**src/rtl/evr_link_monitor_pkg.sv**
```systemverilog
// rtl/evr_link_monitor_pkg.sv - shared EVR constants, link state encoding and word classification
package evr_link_monitor_pkg;

  localparam logic [7:0]  COMMA_BYTE     = 8'hBC;
  localparam logic [15:0] IDLE_WORD      = {8'h00, COMMA_BYTE};
  localparam logic [1:0]  IDLE_CHAR_IS_K = 2'b01;

  typedef enum logic [1:0] {
    ST_HUNT    = 2'd0,
    ST_CHECK   = 2'd1,
    ST_LOCKED  = 2'd2,
    ST_GTRESET = 2'd3
  } link_state_t;

  // A K flag on the data byte, or any K code other than the comma on the event byte, is treated as corruption.
  function automatic logic word_is_bad(input logic [7:0] event_byte, input logic [1:0] char_is_k,
                                       input logic [1:0] not_in_table, input logic [1:0] disp_err);
    return (|not_in_table) || (|disp_err) || char_is_k[1] ||
           (char_is_k[0] && (event_byte != COMMA_BYTE));
  endfunction

endpackage

```
**src/rtl/evr_sat_counter.sv**
```systemverilog
// rtl/evr_sat_counter.sv - saturating up-counter with synchronous clear
module evr_sat_counter #(
  parameter int WIDTH = 10
) (
  input  logic             clk,
  input  logic             clr,
  input  logic             inc,
  output logic [WIDTH-1:0] count
);

  always_ff @(posedge clk) begin
    if (clr) begin
      count <= '0;
    end else if (inc && (count != {WIDTH{1'b1}})) begin
      count <= count + WIDTH'(1);
    end
  end

endmodule

```
**src/rtl/evr_link_monitor.sv**
```systemverilog
// rtl/evr_link_monitor.sv - EVR receive link supervisor: comma lock, error bucket, transceiver reset, word cleaning
module evr_link_monitor
  import evr_link_monitor_pkg::*;
#(
  parameter int    LOCK_COUNT           = 4,
  parameter int    COMMA_TIMEOUT        = 4096,
  parameter int    ERROR_LIMIT          = 8,
  parameter int    RESET_CYCLES         = 16,
  parameter int    STATUS_COUNTER_WIDTH = 10,
  parameter string DEBUG                = "false"
) (
  input  logic                            evrRxClk,
  input  logic                            rst,
  input  logic [15:0]                     gtRxWord,
  input  logic [1:0]                      gtCharIsK,
  input  logic [1:0]                      gtNotInTable,
  input  logic [1:0]                      gtDispErr,
  output logic [15:0]                     evrRxWord,
  output logic [1:0]                      evrCharIsK,
  output logic                            linkUp,
  output logic                            gtRxResetRequest,
  output logic [STATUS_COUNTER_WIDTH-1:0] codeErrorCounter,
  output logic [STATUS_COUNTER_WIDTH-1:0] linkLossCounter
);

  localparam int TW = $clog2(COMMA_TIMEOUT + 1);
  localparam int GW = $clog2(LOCK_COUNT + 1);
  localparam int LW = $clog2(ERROR_LIMIT + 1);
  localparam int RW = $clog2(RESET_CYCLES + 1);

  link_state_t   state, state_next;
  logic [TW-1:0] timer, timer_next;
  logic [GW-1:0] good_count, good_next;
  logic [LW-1:0] err_level, err_next;
  logic [RW-1:0] reset_count, reset_next;
  logic          word_bad, word_comma, expired;
  logic          pass;
  logic [15:0]   word_out;
  logic [1:0]    k_out;

  assign word_bad   = word_is_bad(gtRxWord[7:0], gtCharIsK, gtNotInTable, gtDispErr);
  assign word_comma = !word_bad && gtCharIsK[0] && (gtRxWord[7:0] == COMMA_BYTE);
  // Expiry fires on the cycle whose increment would reach the timeout.
  assign expired    = !word_comma && (timer == TW'(COMMA_TIMEOUT - 1));

  always_ff @(posedge evrRxClk) begin
    if (rst) begin
      state       <= ST_HUNT;
      timer       <= '0;
      good_count  <= '0;
      err_level   <= '0;
      reset_count <= '0;
    end else begin
      state       <= state_next;
      timer       <= timer_next;
      good_count  <= good_next;
      err_level   <= err_next;
      reset_count <= reset_next;
    end
  end

  always_comb begin
    state_next = state;
    good_next  = good_count;
    err_next   = err_level;
    reset_next = '0;
    case (state)
      ST_HUNT: begin
        if (word_comma) begin
          good_next  = GW'(1);
          state_next = (LOCK_COUNT <= 1) ? ST_LOCKED : ST_CHECK;
        end else if (expired) begin
          state_next = ST_GTRESET;
        end
      end
      ST_CHECK: begin
        if (word_comma) begin
          good_next = good_count + GW'(1);
          if (good_next == GW'(LOCK_COUNT)) state_next = ST_LOCKED;
        end else if (word_bad || expired) begin
          state_next = ST_HUNT;
        end
      end
      ST_LOCKED: begin
        if (word_bad) begin
          err_next = err_level + LW'(1);
        end else if (word_comma && (err_level != '0)) begin
          err_next = err_level - LW'(1);
        end
        if ((err_next == LW'(ERROR_LIMIT)) || expired) state_next = ST_GTRESET;
      end
      default: begin
        if (reset_count == RW'(RESET_CYCLES - 1)) state_next = ST_HUNT;
        else reset_next = reset_count + RW'(1);
      end
    endcase
    if ((state_next == ST_HUNT) && (state != ST_HUNT)) begin
      good_next = '0;
      err_next  = '0;
    end
    if (word_comma || (state_next != state)) timer_next = '0;
    else if (timer == TW'(COMMA_TIMEOUT)) timer_next = timer;
    else timer_next = timer + TW'(1);
  end

  always_comb begin
    pass     = (state == ST_LOCKED) && !word_bad;
    word_out = pass ? gtRxWord : IDLE_WORD;
    k_out    = pass ? gtCharIsK : IDLE_CHAR_IS_K;
  end

  always_ff @(posedge evrRxClk) begin
    if (rst) begin
      evrRxWord  <= IDLE_WORD;
      evrCharIsK <= IDLE_CHAR_IS_K;
    end else begin
      evrRxWord  <= word_out;
      evrCharIsK <= k_out;
    end
  end

  assign linkUp           = (state == ST_LOCKED);
  assign gtRxResetRequest = (state == ST_GTRESET);

  evr_sat_counter #(.WIDTH(STATUS_COUNTER_WIDTH)) u_code_error_counter (
    .clk   (evrRxClk),
    .clr   (rst),
    .inc   (word_bad && (state != ST_GTRESET)),
    .count (codeErrorCounter)
  );

  evr_sat_counter #(.WIDTH(STATUS_COUNTER_WIDTH)) u_link_loss_counter (
    .clk   (evrRxClk),
    .clr   (rst),
    .inc   ((state == ST_LOCKED) && (state_next != ST_LOCKED)),
    .count (linkLossCounter)
  );

  generate
    if (DEBUG == "true") begin : g_debug
      (* mark_debug = "true" *) link_state_t debug_state_unused;
      assign debug_state_unused = state;
    end
  endgenerate

endmodule
```
**config.mk**
```make
export PLATFORM = sky130hd
export DESIGN_NAME = evr_link_monitor
export DESIGN_NICKNAME = d
export VERILOG_FILES = /design/src/rtl/evr_link_monitor_pkg.sv /design/src/rtl/evr_sat_counter.sv /design/src/rtl/evr_link_monitor.sv
export SDC_FILE = /design/constraint.sdc
export NUM_CORES = 1
export LEC_CHECK = 0
export CELL_PAD_IN_SITES_DETAIL_PLACEMENT = 1
export CELL_PAD_IN_SITES_GLOBAL_PLACEMENT = 1
export CORE_MARGIN = 5
export CORE_UTILIZATION = 42
export DETAILED_ROUTE_END_ITERATION = 8
export GPL_ROUTABILITY_DRIVEN = 0
export PLACE_DENSITY_LB_ADDON = 0.15
export SETUP_SLACK_MARGIN = 0.3
export SYNTH_ARGS = -nofsm -noshare
export SYNTH_HDL_FRONTEND = slang
export SYNTH_SLANG_ARGS = --single-unit
```
**constraint.sdc**
```tcl
create_clock -name evrRxClk -period 4.02 [get_ports evrRxClk]
set_input_delay 0.804 -clock evrRxClk [delete_from_list [all_inputs] [get_ports evrRxClk]]
set_output_delay 0.804 -clock evrRxClk [all_outputs]
set_load 0.005 [all_outputs]
```
### Yosys cells after proc, flatten, opt, wreduce, memory -nomap -nowiden

Cells that the tools add are included.

| storage, ports and cells | value |
|---|---|
| bits in read-only memories | 0 |
| memories kept | 0 |
| bits in latches | 0 |
| register bits | 65 |
| output and inout bits | 40 |
| memory bits (writable) | 0 |
| word-level logic and storage cells | 79 |

| operators by class | value |
|---|---|
| reduce and logical (&&, ||, !) cells | 31 |
| muxes and demuxes | 14 |
| bitwise logic cells | 1 |
| $add $sub $neg | 7 |
| order comparisons | 0 |
| divide/modulo/power cells | 0 |
| shift operators | 0 |
| equal/unequal tests | 17 |
| $mul | 0 |

Operator list:

| cell | number |
|---|---|
| $add A10 B1 Y10 const B | 2 |
| $ne A10 B10 Y1 const B | 2 |
| $mux W2 | 7 |
| $add A13 B1 Y13 const B | 1 |
| $eq A13 B12 Y1 const B | 1 |
| $eq A13 B13 Y1 const B | 1 |
| $mux W4 | 3 |
| $logic_and A1 B1 Y1 | 11 |
| $reduce_or A2 Y1 | 5 |
| $eq A8 B8 Y1 const B | 1 |
| $ne A2 B2 Y1 const B | 4 |
| $ne A8 B8 Y1 const B | 1 |
| $logic_or A1 B1 Y1 | 6 |
| $mux W3 | 2 |
| $pmux W2 S3 | 1 |
| $pmux W3 S2 | 1 |
| $add A5 B1 Y5 const B | 1 |
| $eq A5 B4 Y1 const B | 1 |
| $reduce_or A5 Y1 | 1 |
| $add A4 B1 Y4 const B | 1 |
| $eq A2 B2 Y1 const B | 2 |
| $eq A4 B4 Y1 const B | 1 |
| $logic_not A2 Y1 | 2 |
| $reduce_bool A2 Y1 | 2 |
| 9 further kinds | 10 |

### Logic depth before layout (Yosys ltp)

Gate-level depths: netlist (run 1).

| logic depth | value |
|---|---|
| depth in word-level cells | 18 |
| mapped depth | 10 |

### Cells and area by module

From an unflattened synthesis (run 1), not the netlist that was laid out.

| second synthesis, totals | value |
|---|---|
| cells, all modules | 416 |
| area total of the unflattened synthesis | 3,580.9 um^2 |

By module, submodules not included:

| module | area each (um^2) | instances | cells an instance |
|---|---|---|---|
| evr_link_monitor | 2,434.8 | 1 | 284 |
| evr_sat_counter | 573.0 | 2 | 66 |

### Worst setup path after synthesis (run 1)

Ideal clock, no wire load.

| path | value |
|---|---|
| path type | input to register |
| start | input port gtRxWord[0] |
| end | register u_link_loss_counter.count[3] |
| path slack | 1.079 ns |
| stages | 8 |
| data arrival time | 2.818 ns |
| cell sequence | and4bb_1 and4b_1 clkbuf_1 a32o_1 or4_4 buf_6 o32ai_2 mux2_1 |

| on the way | value |
|---|---|
| word-level cells in the longest chain between the ends | 17 |

RTL lines:

| element | RTL line | text |
|---|---|---|
| from (decl) | evr_link_monitor.sv:14 | `input logic [15:0] gtRxWord,` |
| $ne A8 B8 Y1 | evr_link_monitor_pkg.sv:19 | `(char_is_k[0] && (event_byte != COMMA_BYTE));` |
| $logic_and A1 B1 Y1 | evr_link_monitor_pkg.sv:19 |  |
| $logic_or A1 B1 Y1 | evr_link_monitor_pkg.sv:18 | `return (\|not_in_table) \|\| (\|disp_err) \|\| char_is_k[1] \|\|` |
| $logic_not A1 Y1 | evr_link_monitor.sv:42 | `assign word_comma = !word_bad && gtCharIsK[0] && (gtRxWord[7:0] == COMMA_BYTE);` |
| $logic_and A1 B1 Y1 (2 in a row) | evr_link_monitor.sv:42 |  |
| $logic_and A1 B1 Y1 | evr_link_monitor.sv:87 | `end else if (word_comma && (err_level != '0)) begin` |
| $mux W4 | evr_link_monitor.sv:87 |  |
| $mux W4 | evr_link_monitor.sv:85 | `if (word_bad) begin` |
| $mux W4 | evr_link_monitor.sv:67 | `case (state)` |
| $eq A4 B4 Y1 | evr_link_monitor.sv:90 | `if ((err_next == LW'(ERROR_LIMIT)) \|\| expired) state_next = ST_GTRESET;` |
| $logic_or A1 B1 Y1 | evr_link_monitor.sv:90 |  |
| $mux W2 | evr_link_monitor.sv:90 |  |
| $pmux W2 S3 * | evr_link_monitor.sv:67 |  |
| $ne A2 B2 Y1 * | evr_link_monitor.sv:135 | `.inc ((state == ST_LOCKED) && (state_next != ST_LOCKED)),` |
| $logic_and A1 B1 Y1 * | evr_link_monitor.sv:135 |  |
| $logic_and A1 B1 Y1 * | evr_sat_counter.sv:14 | `end else if (inc && (count != {WIDTH{1'b1}})) begin` |
| to (signal assigned) | evr_sat_counter.sv:15 | `count <= count + WIDTH'(1);` |
| to (decl) | evr_sat_counter.sv:8 | `output logic [WIDTH-1:0] count` |

Mark *: on every way between the ends. The rest lies on a longest branch, timed or not. The select of a mux whose other input is x is not followed.
A chain may end at the register's enable or synchronous reset.

### Worst setup path after layout (run 1)

| path | value |
|---|---|
| start | input port gtNotInTable[0] |
| end | register u_link_loss_counter.count[7] |

| on the way | value |
|---|---|
| word-level cells in the longest chain between the ends | 18 |

RTL lines:

| element | RTL line | text |
|---|---|---|
| from (decl) | evr_link_monitor.sv:16 | `input logic [1:0] gtNotInTable,` |
| $reduce_or A2 Y1 * | evr_link_monitor_pkg.sv:18 |  |
| $logic_or A1 B1 Y1 * (3 in a row) | evr_link_monitor_pkg.sv:18 |  |
| $logic_not A1 Y1 | evr_link_monitor.sv:42 |  |
| $logic_and A1 B1 Y1 (2 in a row) | evr_link_monitor.sv:42 |  |
| $logic_and A1 B1 Y1 | evr_link_monitor.sv:87 |  |
| $mux W4 | evr_link_monitor.sv:87 |  |
| $mux W4 | evr_link_monitor.sv:85 |  |
| $mux W4 | evr_link_monitor.sv:67 |  |
| $eq A4 B4 Y1 | evr_link_monitor.sv:90 |  |
| $logic_or A1 B1 Y1 | evr_link_monitor.sv:90 |  |
| $mux W2 | evr_link_monitor.sv:90 |  |
| $pmux W2 S3 * | evr_link_monitor.sv:67 |  |
| $ne A2 B2 Y1 * | evr_link_monitor.sv:135 |  |
| $logic_and A1 B1 Y1 * | evr_link_monitor.sv:135 |  |
| $logic_and A1 B1 Y1 * | evr_sat_counter.sv:14 |  |

Marks and branches as above.

==> impl_metrics.toml, run 1 <==
[run_status]
run_status = "completed"

[place]
place.detailed.hpwl_mm = 6.38
placed_area_um2 = 4020
port_buffers = 63

[power]
power_uw = 1350
leakage_uw = 0.00155
power_density_nw_per_um2 = 318
ir_drop_v = 0.000234

[worst_setup_path]
crit_path_max_incr_delay_ns = 0.61
timing.critical_path.from_type = "primary input"
timing.critical_path.max_delay_family = "simple AND/OR/NAND/NOR gates"
worst-setup-path-type = "in2reg"
required_ns = 4.25
crit_path_cell_trace = "clkdlybuf4s50_1 > nor4_4 > nand2b_2 > a21o_1 > a32o_1 > or4_4 > o32ai_2 > mux2_1"
critPathCaptureType = "flop"
regToRegSetupSlack_ns = 0.90
critical_path.reg2reg.startpoint = "err_level[1]"
critical_path_buf_inv_count = 1
crit_path_max_fanout = 11
worst_setup_path_startpoint = "gtNotInTable[0]"
cp_slowest_cell = "or4_4"
worst_ep_arrival_time_ns = 3.46

[clock_network]
cts_made_buffers = 9
htreeDepth = 3
buffer_cell_driving_the_clock_tree_root = "clkbuf_8"
cts_sinks = 65
clock_tree_from_tritoncts = "built"
insertion_delay_ns = 0.34
cts.reportedPaths.clkPinSlew_ns = 0.07
cts-resized-gates = 0
cts.repair_timing.setup_buffer_count = 0
cts_hold_buf = 0
cts_buffer_depth = 2

[sta]
fin_crit_sh = 0.804
unrepaired_setup_endpoints_after_global_routing = "no"
final_max_slew_viol_count = 0
slew_margin_rel = 0.561
period_needed_ns = 3.23
setup_total_negative_slack_ns = 0
worst_case_clock_skew_ns = 0.00893
timing.final.hold_violations = 0
tightest_slew_ns = 0.653
highest_clock_rate_ghz = 0.310
setup_viol = 0

[final_layout]
diodes = 0
final_design_area_no_fill_um2 = 4240
synthToLayoutAreaGrowth_pct = 28.7
final_util = 0.551
nets = 474
post_route_cells_drive_above_1_share = 0.0787
final_common_cell = "dfxtp_1"
most_frequent_cells_in_the_layout = "65 x dfxtp_1, 63 x clkdlybuf4s50_1, 48 x nor2_1"

[floorplanning]
die_width_um = 98.5
die-height_um = 98.5
io_pins = 64
placementRows = 32
floorplan.initialDensity = 0.428
die_area_um2 = 9710
core_area_um2 = 7690

[worst_hold_path]
holdCritPathClass = "reg2reg"
hold_path_origin = "reset_count[0]"

[global_route]
globalRouteOverflowTotal = 0
grt_pass1_wl_mm = 14.4
grt_pass1_vias = 3038
grt_antenna_before_repair = 0
gr-usage-all-layers = 0.179
largest_net_degree_at_the_start_of_global_routing = 28

[route]
drt-pass1-iter-count = 4
totalWireLength_mm = 8.59
remaining_drc_errors = 0
vias = 3002
detail_route.iter0.violations = 99
postRouteAntennaNets = 0
routedWlPerCell_um = 15.7
vias_per_cell = 5.49

[yosys]
synth.cell_area_um2 = 3290
syn-num-nets = 412
ys_async_sr_fraction = 0
synth_enable_flop_cells = 0
synth_top_area_cell = "dfxtp_1"
syn_avg_cell_area_um2 = 8.71
synth.ff_latch_count = 65
ys_top_cells_by_area = "dfxtp_1 40%, nor2_1 5.5%, and3_1 3.8%"
synth_top_area_frac = 0.395
synth-seq-area-share = 0.395
ys_dominant_reg_cell = "dfxtp_1"
synthesis.instances = 378
synthesis.yosys.warnings = 0
yosysUniqueCellTypes = 59

[flow_run]
cap_viol_max_count = 0
registers in the layout, summed over array words and instances (netlist names):
signal and flops:
evrRxWord 16, good_count 3, u_link_loss_counter.count 10, timer 13
err_level 4, state 2, reset_count 5, u_code_error_counter.count 10
evrCharIsK 2
power by group:
part / switching (uW) / total (uW) / internal, uW
Sequential: 6.27 / 656 / 649
Clock: 257 / 623 / 365
Combinational: 29.8 / 69.8 / 40.0
Total: 293 / 1350 / 1050
stage by stage:
step | hold WS, ns | cells | worst slack (ns)
2_1_floorplan | 0.418 | 378 | 1.08
3_3_place_gp | 0.431 | 531 | 0.474
3_5_place_dp | 0.451 | 531 | 0.420
4_1_cts | 0.464 | 547 | 0.793
5_1_grt | 0.495 | 547 | 0.658
6_report | 0.465 | 547 | 0.789
synthesized netlist by cell type (2+ instances only):
library cell and count:
dfxtp_1 65, nor2_1 48, nand3_1 23, nand2_1 21
and3_1 20, inv_1 16, clkbuf_1 15, xnor2_1 14
o21ai_0 13, a21oi_1 11, ha_1 10, nor2b_1 10
mux2_1 9, nand2b_1 9, xor2_1 9, nand4_1 8
nor3_1 7, o32ai_2 6, or3_1 5, a21o_1 3
and2_1 3, o21ai_1 3, o22ai_1 3, a2111oi_0 2
a221oi_1 2, and4_1 2, and4b_1 2, mux2i_1 2
nand2_2 2, nand3b_1 2, nand4b_1 2, nor3b_1 2
nor4_1 2, nor4b_1 2
logic make-up (layout without fill, tap and decap cells):
group | Yosys count | in the layout | share of synthesized area
compound gates | 57 | 57 | 0.134
xor+xnor | 23 | 23 | 0.0612
fa+ha+maj | 10 | 10 | 0.0380
buf+inv | 33 | 100 | 0.0403
flops | 65 | 65 | 0.395
mux | 12 | 12 | 0.0403
other cells | 1 | 1 | 0.00114
simple gates | 177 | 177 | 0.290
per-layer routing:
layer,wire (um),GRT usage,up-vias
met2,4220,0.313,85
met3,404,0.0375,14
met1,3790,0.213,1452
li1,-,-,1451
met5,0,0,-
met4,167,0.0746,0
final cells by class:
class / instances / area [um2]
Clock buffer: 11 / 141
Clock inverter: 5 / 78.8
Fill cell: 911 / 3450
Inverter: 16 / 60.1
Multi-Input combinational cell: 280 / 1860
Sequential cell: 65 / 1300
Tap cell: 102 / 128
Timing Repair Buffer: 68 / 668
path summary, 6_finish.rpt:
kind	end	cells past startpoint
worst max-delay path	u_link_loss_counter.count[7]	8
worst min-delay path	reset_count[0]	1
worst max register to register	u_link_loss_counter.count[7]	9
worst min register to register	reset_count[0]	1
No activity file was read; power rests on OpenSTA's default activity.
==> run 2, diff against run 1 <==
--- a/config.mk
+++ b/config.mk
@@ -8,7 +8,7 @@
 export CELL_PAD_IN_SITES_DETAIL_PLACEMENT = 1
 export CELL_PAD_IN_SITES_GLOBAL_PLACEMENT = 1
 export CORE_MARGIN = 5
-export CORE_UTILIZATION = 42
+export CORE_UTILIZATION = 35
 export DETAILED_ROUTE_END_ITERATION = 8
 export GPL_ROUTABILITY_DRIVEN = 0
 export PLACE_DENSITY_LB_ADDON = 0.15
==> constraint.sdc (replaced) <==
create_clock -name evrRxClk -period 2.8 [get_ports evrRxClk]
set_input_delay 0.56 -clock evrRxClk [delete_from_list [all_inputs] [get_ports evrRxClk]]
set_output_delay 0.56 -clock evrRxClk [all_outputs]
set_load 0.005 [all_outputs]
==> impl_metrics.toml, run 2 (same netlist as run 1, synthesis figures left out) <==
[run_status]
run_status = "completed"

[final_layout]
post_route_cells_drive_above_1_share = 0.201
final_common_cell = "dfxtp_1"
nets = 507
max_flop_register = "evrRxWord"
final_design_area_no_fill_um2 = 4580
synthToLayoutAreaGrowth_pct = 39.3
largestRegisters = "evrRxWord: 16 flops, timer: 13 flops"
diodes = 0
flip_flop_count_of_the_largest_register_after_layout = 16
most_frequent_cells_in_the_layout = "63 x dfxtp_1, 49 x clkdlybuf4s50_1, 48 x nor2_1"

[sta]
highest_clock_rate_ghz = 0.373
final_max_slew_viol_count = 0
worst_case_clock_skew_ns = 0.00959
setup_viol = 0
tightest_slew_ns = 0.635
period_needed_ns = 2.68
finalHoldWorstSlack_ns = 0.404
slew_margin_rel = 0.575
layout_setup_ws_ns = 0.123
unrepaired_setup_endpoints_after_global_routing = "yes"
timing.final.hold_violations = 0
fin_crit_sh = 0.956

[route]
totalWireLength_mm = 9.22
routedWlPerCell_um = 15.7
remaining_drc_errors = 0
vias = 3043
postRouteAntennaNets = 0
drt-pass1-iter-count = 4
detail_route.iter0.violations = 87
vias_per_cell = 5.17

[place]
port_buffers = 63
placed_area_um2 = 4240
place_worst_setup_slack_ns = -0.454
place.detailed.hpwl_mm = 6.60

[clock_network]
cts_sinks = 65
htreeDepth = 3
clock_tree_from_tritoncts = "built"
cts_made_buffers = 9
buffer_cell_driving_the_clock_tree_root = "clkbuf_8"
cts_buffer_depth = 2
cts_hold_buf = 0
cts.reportedPaths.clkPinSlew_ns = 0.08
insertion_delay_ns = 0.36

[global_route]
grt_pass1_wl_mm = 16.0
globalRouteOverflowTotal = 0
grt_pass1_vias = 3242
grt_antenna_before_repair = 0
gr-usage-all-layers = 0.175
largest_net_degree_at_the_start_of_global_routing = 21

[flow_run]
cap_viol_max_count = 0

[worst_setup_path]
critPathCaptureType = "flop"
regToRegSetupSlack_ns = 0.12
critical_path_buf_inv_count = 2
timing.reg2reg.worst_path_depth = 10
crit_path_max_fanout = 5
required_ns = 3.05
crit_path_max_incr_delay_ns = 0.60
timing.critical_path.from_type = "flop"
worst-setup-path-type = "reg2reg"
critical_path.reg2reg.startpoint = "err_level[0]"
crit_path_cell_trace = "inv_2 > ha_4 > nor3b_4 > nor3b_2 > nor4_2 > a21oi_2 > buf_4 > or4_4 > o32ai_4 > mux2_4"
critical_path.reg2reg.endpoint = "u_link_loss_counter.count[8]"
cp_slowest_cell = "or4_4"
worst_ep_arrival_time_ns = 2.93
timing.critical_path.max_delay_family = "simple AND/OR/NAND/NOR gates"

[floorplanning]
io_pins = 64
die_area_um2 = 11400
core_area_um2 = 9200
die-height_um = 107
die_width_um = 107
floorplan.initialDensity = 0.358
placementRows = 35

[power]
combinationalPowerShare = 0.056
sequentialPowerShare = 0.507
ir_drop_v = 0.000208
intPower_uw = 1400
leakage_uw = 0.00174
power_density_nw_per_um2 = 405
pwr-share-clk = 0.437
power_switching_uw = 455
switching_share = 0.245

[worst_hold_path]
hold_path_stages = 2
hold_path_origin = "gtRxWord[5]"
holdCritPathClass = "in2reg"
min_to = "evrRxWord[5]"
## run 2: how the worst max path moves through the flow
stage                            start                      endpoint  slack (ns)  cells past startpoint
after global routing      err_level[0]  u_link_loss_counter.count[8]        0.02                     10
final                     err_level[0]  u_link_loss_counter.count[8]        0.12                     10
after CTS                 err_level[0]  u_link_loss_counter.count[5]        0.25                      9
after global placement    gtCharIsK[1]  u_link_loss_counter.count[7]       -0.35                      8
after floorplan           gtCharIsK[1]  u_link_loss_counter.count[0]        0.19                      8
after detailed placement  gtCharIsK[1]  u_link_loss_counter.count[3]       -0.45                      8
## run 2: routing by layer
layer	up-vias	wire length, um	GRT usage
met5	-	0	0
met4	0	128	0.0648
met3	11	392	0.0421
met2	67	4430	0.291
met1	1446	4270	0.220
li1	1519	-	-
## run 2: repair_timing
action | in CTS | in global routing
setup buffers | 5 | 1
setup endpoints to repair | 24 | 25
gates resized for setup | 60 | 9
pin swaps | 13 | 4
cloned | 1 | 0
## run 2: final cells by class
| type | instances | area, um2 |
|---|---|---|
| Clock inverter | 7 | 70.1 |
| Multi-Input combinational cell | 281 | 2010 |
| Inverter | 16 | 60.1 |
| Clock buffer | 9 | 124 |
| Tap cell | 111 | 139 |
| Timing Repair Buffer | 100 | 882 |
| Sequential cell | 65 | 1300 |
| Fill cell | 1081 | 4610 |
## run 2: power groups by stage
stage / registers [uW] / logic, uW / clock network, uW
after floorplan: 961 / 44.1 / 0
after global placement: 962 / 107 / 0
after detailed placement: 963 / 109 / 0
after CTS: 941 / 105 / 835
after global routing: 943 / 116 / 880
final: 941 / 104 / 812
## run 2: stage by stage
stage,instances,utilization,setup TNS [ns],total power [uW]
after global placement,566,0.461,-6.89,1070
after CTS,588,0.492,0,1880
after floorplan,378,-,0,1010
after global routing,589,0.499,0,1940
after detailed placement,566,0.461,-8.36,1070
final,589,0.499,0,1860
